--- src/rtl/regfile_wb_arbiter.sv ---
// Register-file write-port arbiter: in-order source A has priority; long-latency source B is queued and drained with a starvation guard.
// Optional `REGWB_PENDING_EN adds pending_mask, a per-register flag for every destination still waiting in the B queue.
module regfile_wb_arbiter #(
  parameter int DEPTH        = 4,
  parameter int STARVE_LIMIT = 3
) (
  input  logic                     clk,
  input  logic                     rst_n,
  input  logic                     a_valid,
  output logic                     a_ready,
  input  logic [4:0]               a_rd,
  input  logic [31:0]              a_data,
  input  logic                     b_valid,
  output logic                     b_ready,
  input  logic [4:0]               b_rd,
  input  logic [31:0]              b_data,
  output logic                     wr_en,
  output logic [4:0]               wr_addr,
  output logic [31:0]              wr_data,
  output logic [$clog2(DEPTH):0]   b_count,
`ifdef REGWB_PENDING_EN
  output logic [31:0]              pending_mask,
`endif
  output logic                     busy
);

  localparam int PW = $clog2(DEPTH);
  localparam int CW = PW + 1;
  localparam int SW = (STARVE_LIMIT > 0) ? $clog2(STARVE_LIMIT + 1) : 1;

  logic [4:0]    fifo_rd   [DEPTH];
  logic [31:0]   fifo_data [DEPTH];
  logic [PW-1:0] wr_ptr;
  logic [PW-1:0] rd_ptr;
  // Down-counter of denials left before the B head is forced through.
  logic [SW-1:0] starve_left;

  logic        head_v;
  logic [4:0]  head_rd;
  logic [31:0] head_data;
  logic        starve_hit;
  logic        same_reg;
  logic        grant_a;
  logic        grant_b;
  logic        push;

  assign head_v     = (b_count != '0);
  assign head_rd    = fifo_rd[rd_ptr];
  assign head_data  = fifo_data[rd_ptr];
  assign starve_hit = (starve_left == '0);
  // The B head is older than the A request, so it must land first on a shared register.
  assign same_reg   = (a_rd == head_rd) && (a_rd != 5'd0);
  assign grant_b    = head_v && (!a_valid || starve_hit || same_reg);
  assign grant_a    = a_valid && !grant_b;
  assign a_ready    = !grant_b;
  assign b_ready    = (b_count < CW'(DEPTH));
  assign push       = b_valid && b_ready;
  assign busy       = head_v;

  always_ff @(posedge clk) begin
    if (push) begin
      fifo_rd[wr_ptr]   <= b_rd;
      fifo_data[wr_ptr] <= b_data;
    end
  end

  always_ff @(posedge clk) begin
    if (!rst_n) begin
      wr_en       <= 1'b0;
      wr_addr     <= '0;
      wr_data     <= '0;
      wr_ptr      <= '0;
      rd_ptr      <= '0;
      b_count     <= '0;
      starve_left <= SW'(STARVE_LIMIT);
    end else begin
      if (grant_b) begin
        wr_en   <= (head_rd != 5'd0);
        wr_addr <= head_rd;
        wr_data <= head_data;
      end else if (grant_a) begin
        wr_en   <= (a_rd != 5'd0);
        wr_addr <= a_rd;
        wr_data <= a_data;
      end else begin
        wr_en   <= 1'b0;
      end

      if (push)    wr_ptr <= wr_ptr + 1'b1;
      if (grant_b) rd_ptr <= rd_ptr + 1'b1;

      case ({push, grant_b})
        2'b10:   b_count <= b_count + 1'b1;
        2'b01:   b_count <= b_count - 1'b1;
        default: b_count <= b_count;
      endcase

      if (!head_v || grant_b)
        starve_left <= SW'(STARVE_LIMIT);
      else if (!starve_hit)
        starve_left <= starve_left - 1'b1;
    end
  end

`ifdef REGWB_PENDING_EN
  // An entry is live when its distance from the read pointer is below the occupancy.
  always_comb begin
    pending_mask = '0;
    for (int i = 0; i < DEPTH; i++) begin
      if (({1'b0, PW'(i) - rd_ptr} < b_count) && (fifo_rd[i] != 5'd0))
        pending_mask[fifo_rd[i]] = 1'b1;
    end
  end
`endif

endmodule

--- config.mk ---
export PLATFORM = sky130hd
export DESIGN_NAME = regfile_wb_arbiter
export DESIGN_NICKNAME = d
export VERILOG_FILES = /design/src/rtl/regfile_wb_arbiter.sv
export SDC_FILE = /design/constraint.sdc
export NUM_CORES = 1
export LEC_CHECK = 0
export BUFFER_PORTS_ARGS = -buffer_cell sky130_fd_sc_hd__buf_2
export CAP_MARGIN = 40
export CORE_MARGIN = 10
export CORE_UTILIZATION = 56
export CTS_CLUSTER_SIZE = 24
export DETAILED_ROUTE_END_ITERATION = 6
export PLACE_DENSITY = 0.79
export SLEW_MARGIN = 20
export SYNTH_ARGS = -nofsm -noshare
export SYNTH_HDL_FRONTEND = slang
export SYNTH_SLANG_ARGS = --single-unit
--- constraint.sdc ---
create_clock -name clk -period 3.85 [get_ports clk]
set_clock_uncertainty 0.1 [all_clocks]
set_input_delay 0.5775 -clock clk [delete_from_list [all_inputs] [get_ports clk]]
set_output_delay 0.5775 -clock clk [all_outputs]
set_load 0.005 [all_outputs]
==> qor.yml, run 1 <==
power_and_ir_drop:
  largest_voltage_drop_on_the_vdd_net_mv: 0.3870
  power_density_nw_per_um2: 693.7
  leak_pwr_nw: 3.205
yosys:
  syn_std_cell_area_sq_um: 7732
  postSynth.asyncResetShare_pct: 0
  synth_cell_type_count: 36
  dominantRegCellSynth: "sky130_fd_sc_hd__edfxtp_1"
  post_synth_inst_count: 452
  yosys_warnings: 0
  synth_area_per_cell_sq_um: 17.11
  synth_edf_count: 148
  synth_nets: 537
  ys_seq_elements: 197
  synth_seq_area_share_pct: 70.16
floorplan:
  fp.coreArea_sq_um: 13400
  core.rowCount: 42
  die_footprint_sq_um: 18910
  ios: 122
  floorplan.die.width_um: 137.5
  floorplan.die.height_um: 137.5
  initial_utilization_pct: 57.70
cts:
  tritoncts: "yes"
  cts.root.buffer_cell: "sky130_fd_sc_hd__clkbuf_16"
  cts-htree-levels: 4
  hold_buf_cts: 0
  clock_path_buffers: 2
  post_cts_buffers: 0
  cts_made_buffers: 17
  path_clk_slew_ns: 0.07
  worstSkewPairLatency_ns: 0.43
  clock_sinks: 197
  ctsResizeCount: 0
sta:
  fin_hold_ws_ns: 0.2650
  rsz0062_at_grt: "no"
  totalNegativeSetupSlack_ns: 0
  min_period_over_period_pct: 86.20
  tightest_slew_ns: 0.6721
  achievable-frequency_mhz: 301.3
  slew_violations: 0
  clock_period_minus_worst_slack_ns: 3.319
  hold_viol: 0
  normalized_max_slew_margin_pct: 55.10
  setup_violations: 0
detailed_routing:
  via_count: 4616
  antenna_left: 0
  wirelength_um: 17010
  detail_route.wl_per_cell_um: 22.38
  firstDrtPassIters: 4
  dr.first_iter.drc_count: 292
  drc_violations_left: 0
  vias_per_std_cell: 6.074
placed_design:
  gp_congestion: 0.8258
  dpl-instance-area_sq_um: 8548
  placement.io_buffers: 121
  place_hpwl_um: 11070
layout:
  post-route-util_pct: 68.36
  fillerInstances: 900
  num_antenna_cells: 0
  post-route-cell-area_sq_um: 9160
  area.growth.synth_to_final_pct: 18.46
  drive_above_1_share_pct: 37.16
  final_common_cell: "sky130_fd_sc_hd__edfxtp_1"
  layout.cells.most_common_list: "sky130_fd_sc_hd__edfxtp_1 (148), sky130_fd_sc_hd__buf_2 (121), sky130_fd_sc_hd__dfxtp_1 (47), sky130_fd_sc_hd__o21ai_0 (40), sky130_fd_sc_hd__mux4_2 (37)"
  final_nets: 656
worst_hold_path:
  hp-start: "b_data[6]"
  worstHoldPathType: "primary input to flop"
global_routing:
  grt_max_degree: 43
  grt_pass1_vias: 4977
  grt-ovfl-total: 0
  number_of_antenna_violations_at_the_first_check_in_global_routing: 2
  first_pass_grt_wire_length_um: 26600
  globalRouteTotalUtil_pct: 18.46
setup_path:
  worst-endpoint-required_ns: 3.17
  critical_path_peak_fanout: 42
  cp-start-kind: "flop"
  worst-endpoint-arrival_ns: 2.64
  crit_path_end_kind: "primary output"
  crit_type: "flop to primary output"
flow_run:
  max_cap_violations: 0
outcome:
  outcome: "complete, no violations"
## through the flow
| step | worst slack [ns] | std cells | power (mW) |
|---|---|---|---|
| after CTS | 0.4899 | 760 | 6.398 |
| after floorplan | 0.7812 | 452 | 3.966 |
| after detailed placement | 0.8243 | 728 | 4.598 |
| final | 0.5312 | 760 | 6.354 |
| after global routing | 0.3897 | 760 | 6.664 |
| after global placement | 0.9410 | 728 | 4.525 |
## critical path, stage by stage, from the launching register on
cell,delay (ns)
sky130_fd_sc_hd__dfxtp_2,0.45
sky130_fd_sc_hd__mux4_2,0.59
sky130_fd_sc_hd__xnor2_1,0.22
sky130_fd_sc_hd__nand4_1,0.18
sky130_fd_sc_hd__o21ai_4,0.17
sky130_fd_sc_hd__buf_4,0.41
sky130_fd_sc_hd__inv_1,0.07
sky130_fd_sc_hd__buf_2,0.13
## registers in the layout, indices dropped and copies added (netlist names), named ones only
register,flops
wr_addr,5
wr_en,1
rd_ptr,2
wr_data,32
starve_left,2
fifo_rd,20
fifo_data,128
b_count,3
wr_ptr,2
## report_power, final
| group | switching, mW | total (mW) | internal [mW] |
|---|---|---|---|
| logic | 0.945 | 1.68 | 0.738 |
| registers | 0.167 | 2.86 | 2.69 |
| clock network | 0.734 | 1.81 | 1.08 |
| total | 1.85 | 6.35 | 4.51 |
## cells by family (layout without fill, tap and decap cells)
family | Yosys count | in the layout | share of synthesized area, %
xor gates and xnor gates | 8 | 8 | 1.003
adders and majority gates | 7 | 7 | 1.230
and+or+nand+nor | 62 | 62 | 5.825
buffers and inverters | 49 | 181 | 2.524
DFF | 197 | 197 | 70.16
AOI/OAI and AO/OA | 91 | 91 | 8.350
muxes | 38 | 38 | 10.91
## final cells by class
class / instances / area [sq um] / area share [%]
multi-input cells: 206 / 2130 / 23.25
repair buffers: 137 / 725.7 / 7.922
flip-flops and latches: 197 / 5428 / 59.25
well taps: 176 / 220.2 / 2.404
clock buffers: 17 / 425.4 / 4.644
inverters: 12 / 45.04 / 0.4917
clock inverters: 15 / 186.4 / 2.035
## synth_stat cells (2+ instances only)
master	instances	area share, %
sky130_fd_sc_hd__a21boi_0	2	0.19
sky130_fd_sc_hd__a21oi_1	2	0.13
sky130_fd_sc_hd__and2_1	10	0.81
sky130_fd_sc_hd__buf_1	3	0.15
sky130_fd_sc_hd__buf_2	3	0.19
sky130_fd_sc_hd__clkbuf_1	30	1.5
sky130_fd_sc_hd__dfxtp_1	49	13
sky130_fd_sc_hd__edfxtp_1	148	57
sky130_fd_sc_hd__ha_1	6	0.97
sky130_fd_sc_hd__inv_1	12	0.58
sky130_fd_sc_hd__mux4_2	37	11
sky130_fd_sc_hd__nand2_1	4	0.19
sky130_fd_sc_hd__nand3_1	3	0.19
sky130_fd_sc_hd__nand4_1	4	0.32
sky130_fd_sc_hd__nand4b_1	32	3.6
sky130_fd_sc_hd__nor2_1	2	0.097
sky130_fd_sc_hd__nor2b_1	2	0.16
sky130_fd_sc_hd__o2111ai_1	4	0.45
sky130_fd_sc_hd__o21ai_0	40	2.6
sky130_fd_sc_hd__o21ai_2	2	0.23
sky130_fd_sc_hd__o221ai_1	36	4.1
sky130_fd_sc_hd__or3_1	2	0.16
sky130_fd_sc_hd__xnor2_1	5	0.57
sky130_fd_sc_hd__xor2_1	2	0.23
## final timing paths
path                     endpoint  slack, ns  cells past startpoint
setup reg to reg       b_count[2]       0.81                     10
setup / recovery          a_ready       0.53                      7
hold reg to reg    starve_left[0]       0.32                      1
hold / removal    fifo_data[2][6]       0.27                      1
## layer usage
layer / routed length [um] / GRT usage, % / vias up
met2: 8690 / 30.97 / 179
met1: 6651 / 22.00 / 2325
met3: 1431 / 5.681 / 20
li1: - / - / 2090
met5: 7 / 0 / -
met4: 226 / 6.674 / 2
Power figures use the tool's default switching activity.
==> run 2, diff against run 1 <==
Clock period 3.85 ns to 3.7 ns, I/O delays scaled along.
==> run 2 against run 1 <==
Combinational power grew 4%. Critical path depth is the same. Design area shrank 0.87%. Cell count shrank 0.39%. Critical endpoint unchanged. Die area is the same. Highest routed layer unchanged. Count of clock-buffer cells in the layout grew 1. Largest cell class unchanged. Non-clock buffer count shrank 3. Setup slack lost 0.22 ns. Clock power shrank 9%. Via count shrank 0.24%. Wire length shrank 0.16%. Sequential power grew 4%.
==> qor.yml, run 2 (same netlist as run 1, synthesis figures left out) <==
power_and_ir_drop:
  power_density_nw_per_um2: 702.0
  p_total_mw: 6.374
  largest_voltage_drop_on_the_vdd_net_mv: 0.3938
  leak_pwr_nw: 3.136
floorplan:
  die_footprint_sq_um: 18910
  ios: 122
  floorplan.die.width_um: 137.5
  core.rowCount: 42
  initial_utilization_pct: 57.70
  floorplan.die.height_um: 137.5
  fp.coreArea_sq_um: 13400
sta:
  setup_violations: 0
  hold_viol: 0
  rsz0062_at_grt: "no"
  achievable-frequency_mhz: 294.8
  normalized_max_slew_margin_pct: 55.80
  min_period_over_period_pct: 91.67
  clock_period_minus_worst_slack_ns: 3.392
  tightest_slew_ns: 0.6616
  totalNegativeSetupSlack_ns: 0
  slew_violations: 0
cts:
  cts_made_buffers: 17
  hold_buf_cts: 0
  clock_sinks: 197
  ctsResizeCount: 0
  post_cts_buffers: 0
  cts.root.buffer_cell: "sky130_fd_sc_hd__clkbuf_16"
  worstSkewPairLatency_ns: 0.43
  cts-htree-levels: 4
  tritoncts: "yes"
  path_clk_slew_ns: 0.07
  clock_path_buffers: 2
detailed_routing:
  vias_per_std_cell: 6.083
  dr.first_iter.drc_count: 442
  detail_route.wl_per_cell_um: 22.43
  wirelength_um: 16980
  via_count: 4605
  antenna_left: 0
  firstDrtPassIters: 4
  drc_violations_left: 0
setup_path:
  ff2ff_setup_slack_ns: 0.57
  critical_path_peak_fanout: 42
  worst-endpoint-arrival_ns: 2.74
  crit_path_end_kind: "primary output"
  r2r_worst_path_depth: 10
  crit_type: "flop to primary output"
  max_stage_delay_ns: 0.59
  worst-endpoint-required_ns: 3.04
  crit_path_cell_trace: "mux4_2 > xnor2_1 > nand4_1 > o21ai_4 > buf_4 > inv_1 > buf_2"
  crit_path_top_delay_cell: "sky130_fd_sc_hd__mux4_2"
  cp-start-kind: "flop"
  r2r-end: "b_count[2]"
global_routing:
  grt_max_degree: 85
  grt-ovfl-total: 0
  grt_pass1_vias: 5008
  number_of_antenna_violations_at_the_first_check_in_global_routing: 2
  first_pass_grt_wire_length_um: 26350
  globalRouteTotalUtil_pct: 18.44
layout:
  final_common_cell: "sky130_fd_sc_hd__edfxtp_1"
  num_antenna_cells: 0
  largest_register_ff_count: 128
  area.growth.synth_to_final_pct: 17.43
  reg_top3: "fifo_data x128, wr_data x32, fifo_rd x20"
  post-route-util_pct: 67.76
  layout.cells.most_common_list: "sky130_fd_sc_hd__edfxtp_1 (148), sky130_fd_sc_hd__buf_2 (121), sky130_fd_sc_hd__dfxtp_1 (47), sky130_fd_sc_hd__o21ai_0 (40), sky130_fd_sc_hd__mux4_2 (37)"
  drive_above_1_share_pct: 36.66
  final_nets: 653
  max_flop_register: "fifo_data"
  fillerInstances: 916
placed_design:
  placement.io_buffers: 121
  gp_congestion: 0.8659
  place_hpwl_um: 10790
worst_hold_path:
  hold_end: "fifo_data[1][19]"
  hp-start: "b_data[19]"
  worstHoldPathType: "primary input to flop"
  whs_path_depth: 1
flow_run:
  max_cap_violations: 0
outcome:
  outcome: "complete, no violations"
-- run 2: how the worst max path moves through the flow --
stage / from / to / slack (ns) / cells past startpoint
floorplan: flop / b_count[2] / 0.63 / 12
global placement: flop / b_count[2] / 0.70 / 10
detailed placement: flop / b_count[2] / 0.58 / 10
CTS: flop / a_ready / 0.30 / 7
global route: flop / a_ready / 0.10 / 7
finish: flop / a_ready / 0.31 / 7
-- run 2: area by class of cell --
class / count / area [sq um] / area share, %
Tap cell: 176 / 220.2 / 2.425
Inverter: 12 / 45.04 / 0.4961
Sequential cell: 197 / 5428 / 59.78
Multi-Input combinational cell: 206 / 2130 / 23.45
Clock buffer: 18 / 429.2 / 4.726
Clock inverter: 14 / 105.1 / 1.158
Timing Repair Buffer: 134 / 723.2 / 7.965
-- run 2: metrics by stage --
stage | area, sq um | instances | hold slack (ns) | setup slack (ns)
floorplan | 7732 | 452 | 0.2703 | 0.6312
global placement | 8518 | 724 | 0.2767 | 0.7046
detailed placement | 8518 | 724 | 0.2875 | 0.5782
CTS | 9052 | 756 | 0.2255 | 0.2952
global route | 9080 | 757 | 0.2277 | 0.1048
finish | 9080 | 757 | 0.2411 | 0.3081
-- run 2: power breakdown --
group	switching (mW)	internal [mW]	total (mW)
logic	0.985	0.761	1.75
clock network	0.785	0.862	1.65
registers	0.182	2.80	2.98
total	1.95	4.42	6.37
-- run 2: worst max-delay path: cells and delay by family, from the launching register on --
| family | cells | cell delay, ns |
|---|---|---|
| compound gates | 1 | 0.17 |
| xor+xnor | 1 | 0.25 |
| flops | 1 | 0.49 |
| simple gates | 1 | 0.18 |
| mux | 1 | 0.59 |
| buf+inv | 3 | 0.63 |
-- run 2: layer usage --
metal / vias to the layer above / GRT usage, % / wire length (um)
li1: 2081 / - / -
met1: 2292 / 21.57 / 6487
met2: 201 / 30.49 / 8600
met3: 29 / 6.628 / 1618
met4: 2 / 7.143 / 266
met5: - / 0 / 7
==> run 3, diff against run 2 <==
Settings changed: ABC_AREA set to 1, CORE_UTILIZATION 56 to 57, PLACE_DENSITY 0.79 to 0.8.
==> run 3 against run 2 <==
Die area up 2.0%. Worst hold slack worse by 0.0031 ns. Clock power up 13%. Critical path depth up 5. Core utilization up 0.26 points. Design area up 4.0%.
==> qor.yml, run 3 <==
flow_run:
  max_cap_violations: 0
layout:
  layout.cells.non_filler: 1050
  layout.cells.most_common_list: "sky130_fd_sc_hd__edfxtp_1 (148), sky130_fd_sc_hd__nand2_1 (128), sky130_fd_sc_hd__buf_2 (121), sky130_fd_sc_hd__nand3_1 (100), sky130_fd_sc_hd__inv_1 (56)"
  final_nets: 940
  largest_register_ff_count: 128
  final_common_cell: "sky130_fd_sc_hd__edfxtp_1"
  reg_top3: "fifo_data x128, wr_data x32, fifo_rd x20"
  post-route-util_pct: 68.02
  max_flop_register: "fifo_data"
  area.growth.synth_to_final_pct: 17.23
  drive_above_1_share_pct: 22.93
  fillerInstances: 992
sta:
  achievable-frequency_mhz: 302.7
  tightest_slew_ns: 0.7514
  clock_period_minus_worst_slack_ns: 3.303
  hold_viol: 0
  normalized_max_slew_margin_pct: 49.85
  slew_violations: 0
  setup_violations: 0
  rsz0062_at_grt: "no"
  totalNegativeSetupSlack_ns: 0
  min_period_over_period_pct: 89.28
floorplan:
  fp.coreArea_sq_um: 13880
  die_footprint_sq_um: 19280
  floorplan.die.width_um: 138.9
  floorplan.die.height_um: 138.9
  ios: 122
  core.rowCount: 43
  initial_utilization_pct: 58.02
power_and_ir_drop:
  power_frac_comb_pct: 30.6
  clkPwrFrac_pct: 26.9
  leak_pwr_nw: 3.907
  power_density_nw_per_um2: 732.6
  switching_share_pct: 33.77
  p_seq_share_pct: 42.5
  power.switching_mw: 2.335
  p_total_mw: 6.916
  largest_voltage_drop_on_the_vdd_net_mv: 0.4162
  cellInternalPower_mw: 4.581
global_routing:
  first_pass_grt_wire_length_um: 29460
  use_met1_pct: 23.83
  grt_max_degree: 63
  grtUsageMet3_pct: 5.685
  grt_pass1_vias: 5556
  globalRouteTotalUtil_pct: 19.02
  number_of_antenna_violations_at_the_first_check_in_global_routing: 2
  grt-ovfl-total: 0
  gr-max-usage-layer: "met2"
  groute.layer.met2.usage_pct: 30.78
yosys:
  yosys_warnings: 0
  synth_edf_count: 148
  synth_area_per_cell_sq_um: 10.81
  synth_common_cells: "sky130_fd_sc_hd__edfxtp_1 (148), sky130_fd_sc_hd__nand2_1 (128), sky130_fd_sc_hd__nand3_1 (100)"
  synth_seq_area_share_pct: 67.36
  ys_seq_elements: 197
  dominantRegCellSynth: "sky130_fd_sc_hd__edfxtp_1"
  synth_nets: 830
  syn_std_cell_area_sq_um: 8054
  postSynth.asyncResetShare_pct: 0
  synth_top_area_share_pct: 55.18
  netlist_top_cells_area: "sky130_fd_sc_hd__edfxtp_1 (55%), sky130_fd_sc_hd__dfxtp_1 (12%), sky130_fd_sc_hd__nand3_1 (6.2%)"
  synth_area_leader_cell: "sky130_fd_sc_hd__edfxtp_1"
  synth_most_common_cell: "sky130_fd_sc_hd__edfxtp_1"
  post_synth_inst_count: 745
  synth_cell_type_count: 28
detailed_routing:
  firstDrtPassIters: 5
  detail_route.wl_per_cell_um: 18.05
  antenna_left: 0
  drc_violations_left: 0
  via_count: 5893
  vias_per_std_cell: 5.612
  wirelength_um: 18950
  dr.first_iter.drc_count: 692
cts:
  post_cts_buffers: 0
  clock_sinks: 197
  ctsResizeCount: 0
  path_clk_slew_ns: 0.07
  clock_path_buffers: 2
  tritoncts: "yes"
  hold_buf_cts: 0
  worstSkewPairLatency_ns: 0.43
  cts.root.buffer_cell: "sky130_fd_sc_hd__clkbuf_16"
  cts_made_buffers: 17
  cts-htree-levels: 4
setup_path:
  critical_path_peak_fanout: 37
  worst-endpoint-required_ns: 3.04
  crit_type: "flop to primary output"
  max_stage_delay_ns: 0.67
  cp-start-kind: "flop"
  crit_path_end_kind: "primary output"
  crit_family: "buffers and inverters"
  cpMostUsedCell: "sky130_fd_sc_hd__nand2_1"
  crit_path_cell_trace: "inv_2 > nand2_1 > nand3_1 > nand2_1 > nand2_1 > nand2_1 > nor2_1 > nand3_1 > nand2_2 > nand2_2 > buf_4 > buf_2"
  worst-endpoint-arrival_ns: 2.65
  crit_path_top_delay_cell: "sky130_fd_sc_hd__dfxtp_2"
  timing.critical_path.buf_inv: 3
worst_hold_path:
  hp-start: "b_data[24]"
  worstHoldPathType: "primary input to flop"
placed_design:
  gp_congestion: 0.8838
  placement.io_buffers: 121
  placed_cells_incl_taps: 1016
  place_hpwl_um: 11750
outcome:
  outcome: "complete, no violations"
-- run 3: cell count changes after synthesis, moves of 18 or more --
cell / change
sky130_fd_sc_hd__inv_1: +45
sky130_fd_sc_hd__or2_2: +19
sky130_fd_sc_hd__o22ai_1: +18
sky130_fd_sc_hd__mux4_2: -37
sky130_fd_sc_hd__nand2_1: +124
sky130_fd_sc_hd__o221ai_1: -36
sky130_fd_sc_hd__nand3_1: +97
sky130_fd_sc_hd__nor2_1: +52
sky130_fd_sc_hd__nand4b_1: -32
sky130_fd_sc_hd__a21oi_1: +37
-- run 3: worst paths after layout --
kind	to	slack, ns	depth (start not counted)
worst max register to register	b_count[2]	0.46	17
worst min register to register	wr_data[3]	0.36	2
worst min-delay path	fifo_data[3][24]	0.24	1
worst max-delay path	a_ready	0.40	12
-- run 3: logic make-up after synthesis --
logic type               synth area share, %
AO/OA/AOI/OAI                          9.088
adder cells (fa/ha/maj)                1.181
AND/OR/NAND/NOR                        16.86
flip-flops                             67.36
XOR/XNOR                              0.1088
buffers and inverters                  5.406
-- run 3: cell type report --
class	count	area, sq um	share of cell area [%]
Antenna cell	2	5.005	0.05301
Clock buffer	17	425.4	4.506
Clock inverter	15	180.2	1.908
Inverter	58	217.7	2.306
Multi-Input combinational cell	444	2223	23.55
Sequential cell	197	5426	57.47
Tap cell	180	225.2	2.385
Timing Repair Buffer	137	738.2	7.819
-- run 3: power by group through the flow --
stage	Combinational, mW	Clock, mW	Sequential, mW
after floorplan	1.41	0	2.96
after detailed placement	2.09	0	2.98
after global placement	2.04	0	2.97
final	2.12	1.86	2.94
after global routing	2.35	1.97	2.97
after CTS	2.12	1.88	2.94
-- run 3: metal layers --
metal | vias to the layer above | routed length, um | part of all wire [%]
met1 | 2800 | 7994 | 42
met3 | 18 | 1508 | 8.0
met5 | - | 7 | 0.037
met2 | 256 | 9227 | 49
li1 | 2817 | - | -
met4 | 2 | 211 | 1.1
-- run 3: worst register-to-register path: cells and delay by family, from the launching register on --
kind,cells,cell delay (ns)
DFF,1,0.67
and+or+nand+nor,8,0.73
buffers and inverters,3,0.55
AOI/OAI and AO/OA,4,0.47
adders and majority gates,2,0.59
-- run 3: metrics by stage --
| step | setup WS, ns | cell area (sq um) | hold slack, ns |
|---|---|---|---|
| after floorplan | 0.8790 | 8054 | 0.3529 |
| after global placement | 0.6905 | 8831 | 0.3502 |
| after detailed placement | 0.5418 | 8831 | 0.3557 |
| after CTS | 0.4091 | 9437 | 0.2250 |
| after global routing | 0.1510 | 9437 | 0.2259 |
| final | 0.3968 | 9442 | 0.2381 |
